$ cat config.mk
export PLATFORM = sky130hd
export DESIGN_NAME = sram_1rw_req_adapter_flat
export DESIGN_NICKNAME = d
export VERILOG_FILES = /design/src/rtl/sram_1rw_req_adapter_if.sv /design/src/rtl/sram_1rw_req_adapter.sv /design/src/flat_wrapper.sv
export SDC_FILE = /design/constraint.sdc
export NUM_CORES = 1
export LEC_CHECK = 0
export CAP_MARGIN = 20
export CORE_UTILIZATION = 45
export CTS_BUF_LIST = sky130_fd_sc_hd__clkbuf_2
export DETAILED_ROUTE_END_ITERATION = 7
export PLACE_DENSITY = 0.92
export SYNTH_ARGS = -nofsm -noshare
export SYNTH_HDL_FRONTEND = slang
export SYNTH_SLANG_ARGS = --single-unit
$ cat constraint.sdc
create_clock -name clk -period 4.6 [get_ports clk]
set_input_delay 0.92 -clock clk [delete_from_list [all_inputs] [get_ports clk]]
set_output_delay 0.92 -clock clk [all_outputs]
set_load 0.005 [all_outputs]
$ cat src/rtl/sram_1rw_req_adapter_if.sv
// Request/response stream and 1rw SRAM port bundle for sram_1rw_req_adapter.
// master: client plus SRAM macro side; slave: the adapter.
interface sram_1rw_req_adapter_if #(
  parameter int unsigned DATA_WIDTH = 8,
  parameter int unsigned ADDR_WIDTH = 5
);
  logic                  req_valid;
  logic                  req_ready;
  logic                  req_write;
  logic [ADDR_WIDTH-1:0] req_addr;
  logic [DATA_WIDTH-1:0] req_wdata;
  logic [DATA_WIDTH-1:0] req_wmask;
  logic                  rsp_valid;
  logic                  rsp_ready;
  logic [DATA_WIDTH-1:0] rsp_rdata;
  logic                  a_re;
  logic                  a_we;
  logic [ADDR_WIDTH-1:0] a_addr;
  logic [DATA_WIDTH-1:0] a_data_in;
  logic [DATA_WIDTH-1:0] a_wmask;
  logic [DATA_WIDTH-1:0] a_data_out;

  modport master (
    output req_valid, req_write, req_addr, req_wdata, req_wmask, rsp_ready, a_data_out,
    input  req_ready, rsp_valid, rsp_rdata, a_re, a_we, a_addr, a_data_in, a_wmask
  );

  modport slave (
    input  req_valid, req_write, req_addr, req_wdata, req_wmask, rsp_ready, a_data_out,
    output req_ready, rsp_valid, rsp_rdata, a_re, a_we, a_addr, a_data_in, a_wmask
  );
endinterface

$ cat src/rtl/sram_1rw_req_adapter.sv
// Valid/ready request front-end for a bit-masked 1rw SRAM with a credit-protected read FIFO.
// Optional post-reset zero-fill sweep enabled by `SRAM_ADAPTER_CLEAR_EN.
module sram_1rw_req_adapter #(
  parameter int unsigned DATA_WIDTH = 8,
  parameter int unsigned ADDR_WIDTH = 5,
  parameter int unsigned DEPTH      = 32,
  parameter int unsigned RESP_DEPTH = 3
) (
  input  logic                    clk,
  input  logic                    rst,
  output logic                    busy,
  sram_1rw_req_adapter_if.slave   bus
);
  localparam int unsigned CW = $clog2(RESP_DEPTH + 1);
  localparam int unsigned PW = (RESP_DEPTH > 1) ? $clog2(RESP_DEPTH) : 1;

  logic                  idle;
  logic                  clearing;
  logic [ADDR_WIDTH-1:0] clr_addr;
  logic                  ready;
  logic                  acc;
  logic                  push;
  logic                  pop;
  logic                  inflight;
  logic [CW-1:0]         count;
  logic [CW:0]           used;
  logic [PW-1:0]         wr_ptr;
  logic [PW-1:0]         rd_ptr;
  logic [DATA_WIDTH-1:0] fifo_mem [RESP_DEPTH];

`ifdef SRAM_ADAPTER_CLEAR_EN
  typedef enum logic {CLEAR, IDLE} state_t;
  state_t                state;
  state_t                state_nxt;
  logic [ADDR_WIDTH-1:0] clr_cnt;

  always_ff @(posedge clk) begin
    if (rst) begin
      state   <= CLEAR;
      clr_cnt <= '0;
    end else begin
      state <= state_nxt;
      if (state == CLEAR) clr_cnt <= clr_cnt + 1'b1;
    end
  end

  always_comb begin
    state_nxt = state;
    if (state == CLEAR && clr_cnt == ADDR_WIDTH'(DEPTH - 1)) state_nxt = IDLE;
  end

  // Reset overrides the sweep so the SRAM port stays quiet while rst is high.
  assign idle     = (state == IDLE);
  assign clearing = (state == CLEAR) & ~rst;
  assign clr_addr = clr_cnt;
  assign busy     = rst | (state == CLEAR);
`else
  assign idle     = 1'b1;
  assign clearing = 1'b0;
  assign clr_addr = '0;
  assign busy     = 1'b0;
`endif

  // Credit counts both queued responses and the read whose data is still in the SRAM.
  assign used  = {1'b0, count} + {{CW{1'b0}}, inflight};
  assign ready = idle & ~rst & (used < (CW + 1)'(RESP_DEPTH));
  assign acc   = bus.req_valid & ready;
  assign push  = inflight;
  assign pop   = bus.rsp_valid & bus.rsp_ready;

  assign bus.req_ready = ready;
  assign bus.rsp_valid = ~rst & (count != '0);
  assign bus.rsp_rdata = fifo_mem[rd_ptr];

  always_comb begin
    bus.a_re      = 1'b0;
    bus.a_we      = 1'b0;
    bus.a_addr    = '0;
    bus.a_data_in = '0;
    bus.a_wmask   = '0;
    if (clearing) begin
      bus.a_we    = 1'b1;
      bus.a_addr  = clr_addr;
      bus.a_wmask = '1;
    end else if (acc) begin
      bus.a_re      = ~bus.req_write;
      bus.a_we      = bus.req_write;
      bus.a_addr    = bus.req_addr;
      bus.a_data_in = bus.req_wdata;
      bus.a_wmask   = bus.req_wmask;
    end
  end

  function automatic logic [PW-1:0] ptr_inc(input logic [PW-1:0] p);
    return (p == PW'(RESP_DEPTH - 1)) ? '0 : p + 1'b1;
  endfunction

  always_ff @(posedge clk) begin
    if (rst) begin
      inflight <= 1'b0;
      count    <= '0;
      wr_ptr   <= '0;
      rd_ptr   <= '0;
    end else begin
      inflight <= acc & ~bus.req_write;
      if (push) wr_ptr <= ptr_inc(wr_ptr);
      if (pop)  rd_ptr <= ptr_inc(rd_ptr);
      case ({push, pop})
        2'b10:   count <= count + 1'b1;
        2'b01:   count <= count - 1'b1;
        default: count <= count;
      endcase
    end
  end

  always_ff @(posedge clk) begin
    if (push) fifo_mem[wr_ptr] <= bus.a_data_out;
  end
endmodule

$ cat src/flat_wrapper.sv
// flat-port wrapper written by rule: the top's interface ports become plain ports
module sram_1rw_req_adapter_flat 
#(
  parameter int unsigned DATA_WIDTH = 8,
  parameter int unsigned ADDR_WIDTH = 5,
  parameter int unsigned DEPTH      = 32,
  parameter int unsigned RESP_DEPTH = 3
)
  (clk, rst, busy, bus_req_valid, bus_req_write, bus_req_addr, bus_req_wdata, bus_req_wmask, bus_rsp_ready, bus_a_data_out, bus_req_ready, bus_rsp_valid, bus_rsp_rdata, bus_a_re, bus_a_we, bus_a_addr, bus_a_data_in, bus_a_wmask);
  sram_1rw_req_adapter_if #(.DATA_WIDTH(DATA_WIDTH), .ADDR_WIDTH(ADDR_WIDTH)) bus_i ();
  input  logic clk;
  input  logic rst;
  output logic busy;
  input wire logic [$bits(bus_i.req_valid)-1:0] bus_req_valid;
  input wire logic [$bits(bus_i.req_write)-1:0] bus_req_write;
  input wire logic [$bits(bus_i.req_addr)-1:0] bus_req_addr;
  input wire logic [$bits(bus_i.req_wdata)-1:0] bus_req_wdata;
  input wire logic [$bits(bus_i.req_wmask)-1:0] bus_req_wmask;
  input wire logic [$bits(bus_i.rsp_ready)-1:0] bus_rsp_ready;
  input wire logic [$bits(bus_i.a_data_out)-1:0] bus_a_data_out;
  output wire logic [$bits(bus_i.req_ready)-1:0] bus_req_ready;
  output wire logic [$bits(bus_i.rsp_valid)-1:0] bus_rsp_valid;
  output wire logic [$bits(bus_i.rsp_rdata)-1:0] bus_rsp_rdata;
  output wire logic [$bits(bus_i.a_re)-1:0] bus_a_re;
  output wire logic [$bits(bus_i.a_we)-1:0] bus_a_we;
  output wire logic [$bits(bus_i.a_addr)-1:0] bus_a_addr;
  output wire logic [$bits(bus_i.a_data_in)-1:0] bus_a_data_in;
  output wire logic [$bits(bus_i.a_wmask)-1:0] bus_a_wmask;
  assign bus_i.req_valid = bus_req_valid;
  assign bus_i.req_write = bus_req_write;
  assign bus_i.req_addr = bus_req_addr;
  assign bus_i.req_wdata = bus_req_wdata;
  assign bus_i.req_wmask = bus_req_wmask;
  assign bus_i.rsp_ready = bus_rsp_ready;
  assign bus_i.a_data_out = bus_a_data_out;
  assign bus_req_ready = bus_i.req_ready;
  assign bus_rsp_valid = bus_i.rsp_valid;
  assign bus_rsp_rdata = bus_i.rsp_rdata;
  assign bus_a_re = bus_i.a_re;
  assign bus_a_we = bus_i.a_we;
  assign bus_a_addr = bus_i.a_addr;
  assign bus_a_data_in = bus_i.a_data_in;
  assign bus_a_wmask = bus_i.a_wmask;
  sram_1rw_req_adapter #(.DATA_WIDTH(DATA_WIDTH), .ADDR_WIDTH(ADDR_WIDTH), .DEPTH(DEPTH), .RESP_DEPTH(RESP_DEPTH)) u_core (.clk(clk), .rst(rst), .busy(busy), .bus(bus_i));
endmodule
==> results.txt <==
Layout Skew -> 0.01688 ns
drt wl/cell -> 13.35 um
mux contribution to synthesized area -> 0.05532
Clock Path Buffers -> 2
Setup TNS -> 0 ns
WP data arrival -> 2.97 ns
setup violators final -> 0
GRT overflow -> 0
Final Hold Fails -> 0
ys async rst share -> 0
final WL -> 3.084 mm
Ys Warns -> 0
final period utilization -> 0.8447
# rows -> 20
DR vias -> 1129
post-route antenna net violation count -> 0
crit path buf inv count -> 2
dpl ws -> 0.7168 ns
worst setup margin -> 0.7144 ns
first-pass GRT wire length -> 4.747 mm
XOR/XNOR share of the synthesized area -> 0.01210
IO Port Bufs -> 66
DIE HEIGHT -> 58.72 um
area delta synth->final -> 51.08%
adder-cell share of the synthesized area -> 0.02593
Num Clock Sinks -> 33
Worst Max-Slew Pin Slew -> 0.7335 ns
core area -> 3053 um2
Top cell by count, worst path -> clkdlybuf4s50_1
pin count of the biggest net entering global routing -> 25
number of flops mapped to enable cells by yosys -> 24
CTS tree -> built
Layout Nets -> 223
worst path cell trace -> clkdlybuf4s50_1 > a211oi_4 > nand2_1 > nor2_1 > clkdlybuf4s50_1
Critical Path Max Stage Delay -> 0.69 ns
CTS-repair resized insts -> 0
Initial Util -> 0.4742
Mapped Nets -> 157
post-synthesis sequential area ratio -> 0.6223
DR vias/cell -> 4.887
HP Class -> reg -> reg
global placer's final weighted congestion -> 0.6920
number of global-route vias before repair -> 1102
crit end category -> output port
1st-iter DRT viols -> 15
RSZ-0062 raised after global routing -> false
Avg Inst Size Synth -> 12.06 um2
Fillers -> 233
share of cells above drive strength 1 -> 0.05348
most frequent cells in the layout -> clkdlybuf4s50_1 (66), edfxtp_1 (24), and3_1 (22)
worst skew pair latency -> 0.37 ns
prevailing post-synth register cell -> edfxtp_1
DRC -> 0
initial antenna violation count -> 0
Synth Area in Compound Gates -> 0.06914
synth unique cells -> 27
Hold-fix buffers, CTS -> 0
Max H-tree Level -> 2
gr usage total -> 0.1933
Final Critical Period -> 3.886 ns
Final Util -> 0.7164
max-cap violations -> 0
post-synthesis cell area -> 1448 um2
main combinational cell family by area after synthesis -> simple AND/OR/NAND/NOR gates
CP Launch Type -> input port
DP HPWL -> 2.259 mm
Reg clk slew, reported paths -> 0.17 ns
status -> complete, no violations
maximum vdd drop -> 117.2 uV
Power Dens Cells -> 281.6 nW/um2
Slowest cell on crit path -> a211oi_4
commonest non-fill, non-tap cell in the layout -> clkdlybuf4s50_1
Post-Synthesis Cells -> 120
crit-path max FO -> 24
DR pass1 iterations -> 4
CP top delay family -> buffers and inverters
Setup Fix Bufs, Post-CTS -> 0
num ports -> 68
ant diodes -> 0
total leakage power -> 0.0008252 uW
overall power -> 616.0 uW
CTS buffer count -> 5
normalized max-slew margin -> 0.5092
flops & latches, synth -> 33
required time of the critical path -> 3.68 ns
Max Fclk -> 0.2574 GHz
Die ar. -> 3448 um2
Crit Path Category -> in -> out
root buffer cell -> clkbuf_2
Synth Area in Simple Gates -> 0.1772
Slew Limit Fails -> 0
chip width -> 58.72 um
## worst reg2reg max path: cells and delay by family (launching register included)
kind / cells / cell delay (ns)
fa+ha+maj: 2 / 0.54
flops: 1 / 0.39
simple gates: 2 / 0.29
compound gates: 1 / 0.64
## per-layer routing
layer / vias up / global-route usage / wire length [um]
met5: - / 0 / 0
met4: 0 / 0.1020 / 58
met3: 6 / 0.09890 / 356
met2: 62 / 0.3393 / 1539
met1: 499 / 0.1818 / 1129
li1: 562 / - / -
## final cells by class
| class | count | area (um2) | share of cell area |
|---|---|---|---|
| Sequential cell | 33 | 900.9 | 0.4119 |
| Clock inverter | 2 | 33.78 | 0.01545 |
| Tap cell | 44 | 55.05 | 0.02517 |
| Multi-Input combinational cell | 78 | 495.5 | 0.2265 |
| Inverter | 1 | 3.754 | 0.001716 |
| Clock buffer | 6 | 30.03 | 0.01373 |
| Timing Repair Buffer | 67 | 668.1 | 0.3055 |
## power breakdown
| part | switching (uW) | internal [uW] | leakage, uW |
|---|---|---|---|
| Clock | 95.1 | 92.8 | 0.0000406 |
| Sequential | 7.42 | 326 | 0.000290 |
| Combinational | 31.2 | 63.9 | 0.000494 |
## synthesized netlist by cell type, types with 2 or more instances
library cell / count / share of area
clkbuf_1: 3 / 0.0078
nor2_1: 7 / 0.018
ha_1: 3 / 0.026
edfxtp_1: 24 / 0.50
nand2_1: 12 / 0.031
and3_1: 22 / 0.095
or3_1: 2 / 0.0086
mux2i_1: 8 / 0.055
buf_4: 2 / 0.010
o21ai_0: 9 / 0.031
dfxtp_1: 9 / 0.12
a21oi_1: 4 / 0.014
## final timing paths
check | end | startpoint | slack, ns | depth (start not counted)
max reg2reg | u_core.inflight | u_core.count[0] | 2.71 | 5
min reg2reg | u_core.rd_ptr[0] | u_core.rd_ptr[0] | 0.51 | 2
max | bus_a_re | rst | 0.71 | 5
min | u_core.rd_ptr[0] | u_core.rd_ptr[0] | 0.51 | 2
## flip-flops by register name (all words and copies together), names as in the netlist, named ones only
name             flops
u_core.count         2
u_core.fifo_mem     24
u_core.inflight      1
u_core.rd_ptr        2
u_core.wr_ptr        2
## stage by stage
step | std cells | cell area [um2] | hold WS (ns)
after floorplan | 120 | 1448 | 0.4494
after CTS | 231 | 2187 | 0.5070
after global placement | 223 | 2123 | 0.4734
after global routing | 231 | 2187 | 0.5565
final | 231 | 2187 | 0.5118
after detailed placement | 223 | 2123 | 0.4774
## logic make-up (layout without fill, tap and decap cells)
logic type / count (synthesis) / after routing
flops: 33 / 33
simple gates: 48 / 48
xor+xnor: 2 / 2
fa+ha+maj: 3 / 3
mux: 8 / 8
compound gates: 16 / 16
buf+inv: 9 / 76
other cells: 1 / 1
No activity file was read; power rests on OpenSTA's default activity.
